[config.mk]
export PLATFORM = sky130hd
export DESIGN_NAME = cache_miss_sequencer
export DESIGN_NICKNAME = d
export VERILOG_FILES = /design/src/rtl/cache_miss_sequencer.sv
export SDC_FILE = /design/constraint.sdc
export NUM_CORES = 1
export LEC_CHECK = 0
export CAP_MARGIN = 20
export CORE_UTILIZATION = 45
export CTS_CLUSTER_SIZE = 16
export DETAILED_ROUTE_END_ITERATION = 7
export GPL_TIMING_DRIVEN = 0
export PLACE_DENSITY = 0.87
export SLEW_MARGIN = 20
export SYNTH_ARGS = -nofsm -noshare
export SYNTH_HDL_FRONTEND = slang
export SYNTH_SLANG_ARGS = --single-unit
[constraint.sdc]
create_clock -name clk -period 2.3 [get_ports clk]
set_input_delay 0.575 -clock clk [delete_from_list [all_inputs] [get_ports clk]]
set_output_delay 0.575 -clock clk [all_outputs]
set_load 0.05 [all_outputs]
[src/rtl/cache_miss_sequencer.sv]
// cache_miss_sequencer: turns a cache miss into an optional writeback followed by a refill read
module cache_miss_sequencer #(
   parameter int DATA_WIDTH     = 32,
   parameter int RAM_ADDR_WIDTH = 32,
   parameter int CNT_WIDTH      = 16
) (
   input  logic                      clk,
   input  logic                      rst_n,
   input  logic                      en,
   input  logic                      miss,
   input  logic                      dirty_evict,
   input  logic [RAM_ADDR_WIDTH-1:0] evict_addr,
   input  logic [DATA_WIDTH-1:0]     evict_data,
   input  logic [RAM_ADDR_WIDTH-1:0] fill_addr,
   output logic                      ram_req,
   output logic                      ram_we,
   output logic [RAM_ADDR_WIDTH-1:0] ram_addr,
   output logic [DATA_WIDTH-1:0]     ram_wdata,
   input  logic                      ram_ack,
   input  logic [DATA_WIDTH-1:0]     ram_rdata,
   output logic                      stall,
   output logic                      fill_valid,
   output logic [DATA_WIDTH-1:0]     fill_data,
   output logic [CNT_WIDTH-1:0]      miss_count,
   output logic [CNT_WIDTH-1:0]      wb_count
);
   typedef enum logic [1:0] {IDLE, WB, FILL, DONE} state_t;
   localparam logic [RAM_ADDR_WIDTH-1:0] WORD_MASK = ~RAM_ADDR_WIDTH'(3);
   state_t state, state_next;
   logic [RAM_ADDR_WIDTH-1:0] cap_evict_addr, cap_fill_addr;
   logic [DATA_WIDTH-1:0] cap_evict_data;
   logic start;
   assign start = (state == IDLE) && en && miss;
   // next state and outputs; the RAM bus depends only on state and captured registers
   always_comb begin
      state_next = state;
      ram_req    = 1'b0;
      ram_we     = 1'b0;
      ram_addr   = '0;
      ram_wdata  = '0;
      fill_valid = 1'b0;
      stall      = rst_n && (start || state == WB || state == FILL);
      case (state)
         IDLE: if (start) state_next = dirty_evict ? WB : FILL;
         WB: begin
            ram_req   = 1'b1;
            ram_we    = 1'b1;
            ram_addr  = cap_evict_addr & WORD_MASK;
            ram_wdata = cap_evict_data;
            if (ram_ack) state_next = FILL;
         end
         FILL: begin
            ram_req  = 1'b1;
            ram_addr = cap_fill_addr & WORD_MASK;
            if (ram_ack) state_next = DONE;
         end
         DONE: begin
            fill_valid = 1'b1;
            state_next = IDLE;
         end
         default: state_next = IDLE;
      endcase
   end
   // state register
   always_ff @(posedge clk or negedge rst_n) begin
      if (!rst_n) state <= IDLE;
      else        state <= state_next;
   end
   // capture the miss context once, so later input churn cannot disturb the transaction
   always_ff @(posedge clk or negedge rst_n) begin
      if (!rst_n) begin
         cap_evict_addr <= '0;
         cap_evict_data <= '0;
         cap_fill_addr  <= '0;
      end else if (start) begin
         cap_evict_addr <= evict_addr;
         cap_evict_data <= evict_data;
         cap_fill_addr  <= fill_addr;
      end
   end
   // refill word is held until the next refill completes
   always_ff @(posedge clk or negedge rst_n) begin
      if (!rst_n)                      fill_data <= '0;
      else if (state == FILL && ram_ack) fill_data <= ram_rdata;
   end
   // saturating statistics counters
   always_ff @(posedge clk or negedge rst_n) begin
      if (!rst_n) begin
         miss_count <= '0;
         wb_count   <= '0;
      end else begin
         if (state == DONE && !(&miss_count))          miss_count <= miss_count + CNT_WIDTH'(1);
         if (state == WB && ram_ack && !(&wb_count))   wb_count   <= wb_count + CNT_WIDTH'(1);
      end
   end
endmodule
==> metrics.cfg, run 1 <==
[timing]
fin_setup_tns_ps = -1240
hold_viol_final = 0
fin_crit_ps = 2370
slew_viol_final = 0
whs_ps = 48.2
fmax_mhz = 422
fin_skew_ps = 8.39
worstMarginPinSlew_ps = 718
layout_worst_path_cycle_share = 1.03
setup_ws_ps = -71.5
relSlewSlack = 0.521
setup_viol = 30
rsz0062_at_grt = yes

[floorplan]
row_count = 45
dieArea_sq_um = 16200
start_util = 0.463
io_pins = 266
core-area_sq_um = 15300
die_h_um = 127
die_w_um = 127

[worst_setup_path]
path_cells = ha_4, clkbuf_16, clkbuf_16, a22oi_2, nor2b_4, buf_6
cp_data_arrival_time_ps = 1800
startpoint_type = flop
slowest_delay_ps = 440
crit_top_cell = clkbuf_16
path_max_fanout = 7
cp.required_ps = 1730
crit_type = flop to primary output
worstReg2RegStart = miss_count[0]
crit_family = buffers and inverters
crit_start = state[0]
critPathCaptureType = primary output
worst-r2r-setup-slack_ps = 280
crit_buf_inv = 3
r2r_end = miss_count[1]
crit_cells = 6
crit_end = ram_addr[18]
ff2ff_path_depth = 5
slowest_stage = dfrtp_2

[power]
p_total_mw = 17.6
power.density_nw_per_um2 = 1530
internal_power_mw = 10.2
p_leak_nw = 5.23
ir_drop_mv = 1.15
seqPwrFrac = 0.276
comb_power_share = 0.565
clockPowerShare = 0.160
switching_power_mw = 7.39
swShare = 0.421

[final_layout]
postLayoutCoreUtil = 0.750
n_antenna_cell = 0
drive_gt1_frac = 0.404
stdcell_count = 1051
area_delta_synth_final_pct = 62.0
layout_commonest_cell = clkdlybuf4s50_1
final_cell_mix = 170 x clkdlybuf4s50_1, 157 x dfrtp_1, 124 x mux2_2, 58 x buf_6, 30 x nor2b_4
fin_nets = 968

[routing]
drtPass1Iterations = 4
drtAntennaViolNets = 0
wl_mm = 20.0
wire_per_inst_um = 19.0
route.vias.total = 5454
drt_iter0_markers = 236
drc = 0
routed_via_density = 5.19

[logic_synthesis]
ys_seq_area_frac = 0.560
synth.top_cell.area_share = 0.560
synth_ff_type = dfrtp_1
syn_area_per_cell_sq_um = 13.1
netlist_instances = 538
yosys_register_bits = 158
synth_area_leaders = dfrtp_1 56%, mux2_2 20%, a22oi_1 3.2%
yosysWarnings = 0
synth-async-reset-ratio = 1.00
synth_edf_count = 0
synthesis.area_sq_um = 7060
yosys.area.top_type = dfrtp_1
synth.distinct_cells = 48

[clock_tree]
clkLatencyLatePin_ps = 420
h-tree-depth = 4
cts_buffer_depth = 2
cts_inserted_buffers = 17
cts_tree = yes
root_buffer = clkbuf_16
clkSinkCount = 158
clkTransAtPathRegs_ps = 60

[place]
numPortBuffers = 259
dpl.hpwl_mm = 14.0
post-place-cells = 1010
gp_congestion = 0.829

[global_routing]
grt_pass1_vias = 5909
grt_usage = 0.251
grt_pass1_wl_mm = 31.0
grt_overflow_total = 0
grt_max_degree = 77
antenna_found_initial = 0

[status]
outcome = finished with violations
violations = setup timing

[hold_path]
hold_path_class = input port to async pin

[run]
max_cap_violations = 0

synthesized netlist by cell type (2+ instances only):
cell	count
buf_4	2
nand3_1	15
mux2_2	124
a21oi_1	7
nor3_1	6
ha_1	7
xor2_1	17
a31oi_1	2
a22oi_1	30
nor3_2	2
and3_1	5
a41oi_1	4
nor2_1	13
xnor2_1	4
nor4_1	3
mux2i_1	3
dfrtp_1	158
mux2_1	2
nand4_1	3
clkbuf_1	13
and2_1	32
inv_1	7
nand2_1	11
buf_1	8
nor2b_1	31
buf_2	6
a211oi_1	2
repair_timing:
| item | 4_1_cts | 5_1_grt |
|---|---|---|
| gates cloned | 4 | 1 |
| endpoints found under the setup margin | 104 | 80 |
| gates resized for setup | 515 | 61 |
| buffers inserted | 6 | 1 |
| pin swaps | 20 | 8 |
| hold buffers | 0 | 0 |
flip-flops by register name (all words and copies together) (netlist names):
signal and cells:
cap_evict_data 32, fill_data 32, cap_evict_addr 30, cap_fill_addr 30
miss_count 16, wb_count 16, state 2
per-stage QoR:
| step | worst slack (ps) | area (sq um) |
|---|---|---|
| after floorplan | 16.8 | 7320 |
| after global placement | -5850 | 10200 |
| after detailed placement | -1160 | 10200 |
| after CTS | -120 | 11300 |
| after global routing | -148 | 11400 |
| final | -71.5 | 11400 |
worst register-to-register path, cell delays in order, from the launching register on:
cell and delay [ps]:
dfrtp_1 440, ha_1 360, inv_1 90, nor4_2 470
a21bo_2 240, mux2_1 310
worst min-delay path by stage:
| stage | from | endpoint | slack [ps] | depth (start not counted) |
|---|---|---|---|---|
| after global routing | rst_n | wb_count[10] | 80 | 1 |
| after global placement | cap_evict_data[0] | cap_evict_data[0] | 480 | 1 |
| after floorplan | rst_n | cap_evict_addr[10] | 280 | 0 |
| final | rst_n | wb_count[9] | 50 | 1 |
| after detailed placement | cap_evict_data[15] | cap_evict_data[15] | 490 | 1 |
| after CTS | rst_n | wb_count[10] | 70 | 1 |
power groups by stage:
stage	clock (mW)	sequential [mW]	combinational [mW]
after floorplan	0	5.87	4.85
after global placement	0	4.65	8.58
after detailed placement	0	4.76	8.76
after CTS	2.83	4.81	9.70
after global routing	2.97	4.98	10.3
final	2.80	4.84	9.91
kinds of logic (layout without fill, tap and decap cells):
group,after synthesis,after routing,share of synthesized area
AOI/OAI and AO/OA,51,51,0.0554
xor gates and xnor gates,21,21,0.0260
adders and majority gates,7,7,0.0124
buffers and inverters,37,338,0.0228
DFF,158,158,0.560
muxes,130,130,0.207
other,1,2,0.000531
and+or+nand+nor,133,133,0.116
area by class of cell:
cell class | instances | area [sq um]
buffer | 27 | 315
clock buffer | 20 | 437
clock inverter | 12 | 145
fill | 920 | 3820
inverter | 7 | 26.3
multi-input combinational | 344 | 3390
sequential | 158 | 3960
tap | 211 | 264
timing repair buffer | 272 | 2910
routing by layer:
metal / GRT usage / routed length, um
met3: 0.0620 / 1080
met4: 0.107 / 578
met5: 0 / 0
met1: 0.289 / 7720
met2: 0.445 / 10600
Note: power is estimated with default switching activity, not from simulation.
==> run 2: changes to the inputs <==
Settings changed: HOLD_SLACK_MARGIN set to 0.06.
==> results of run 2 <==
Same layout as run 1: the final DEF is identical, and so are final timing and power.
==> run 3: changes to the inputs <==
Settings changed: SLEW_MARGIN 20 to 15.
==> results of run 3 <==
Same layout as run 1: the final DEF is identical, and so are final timing and power.
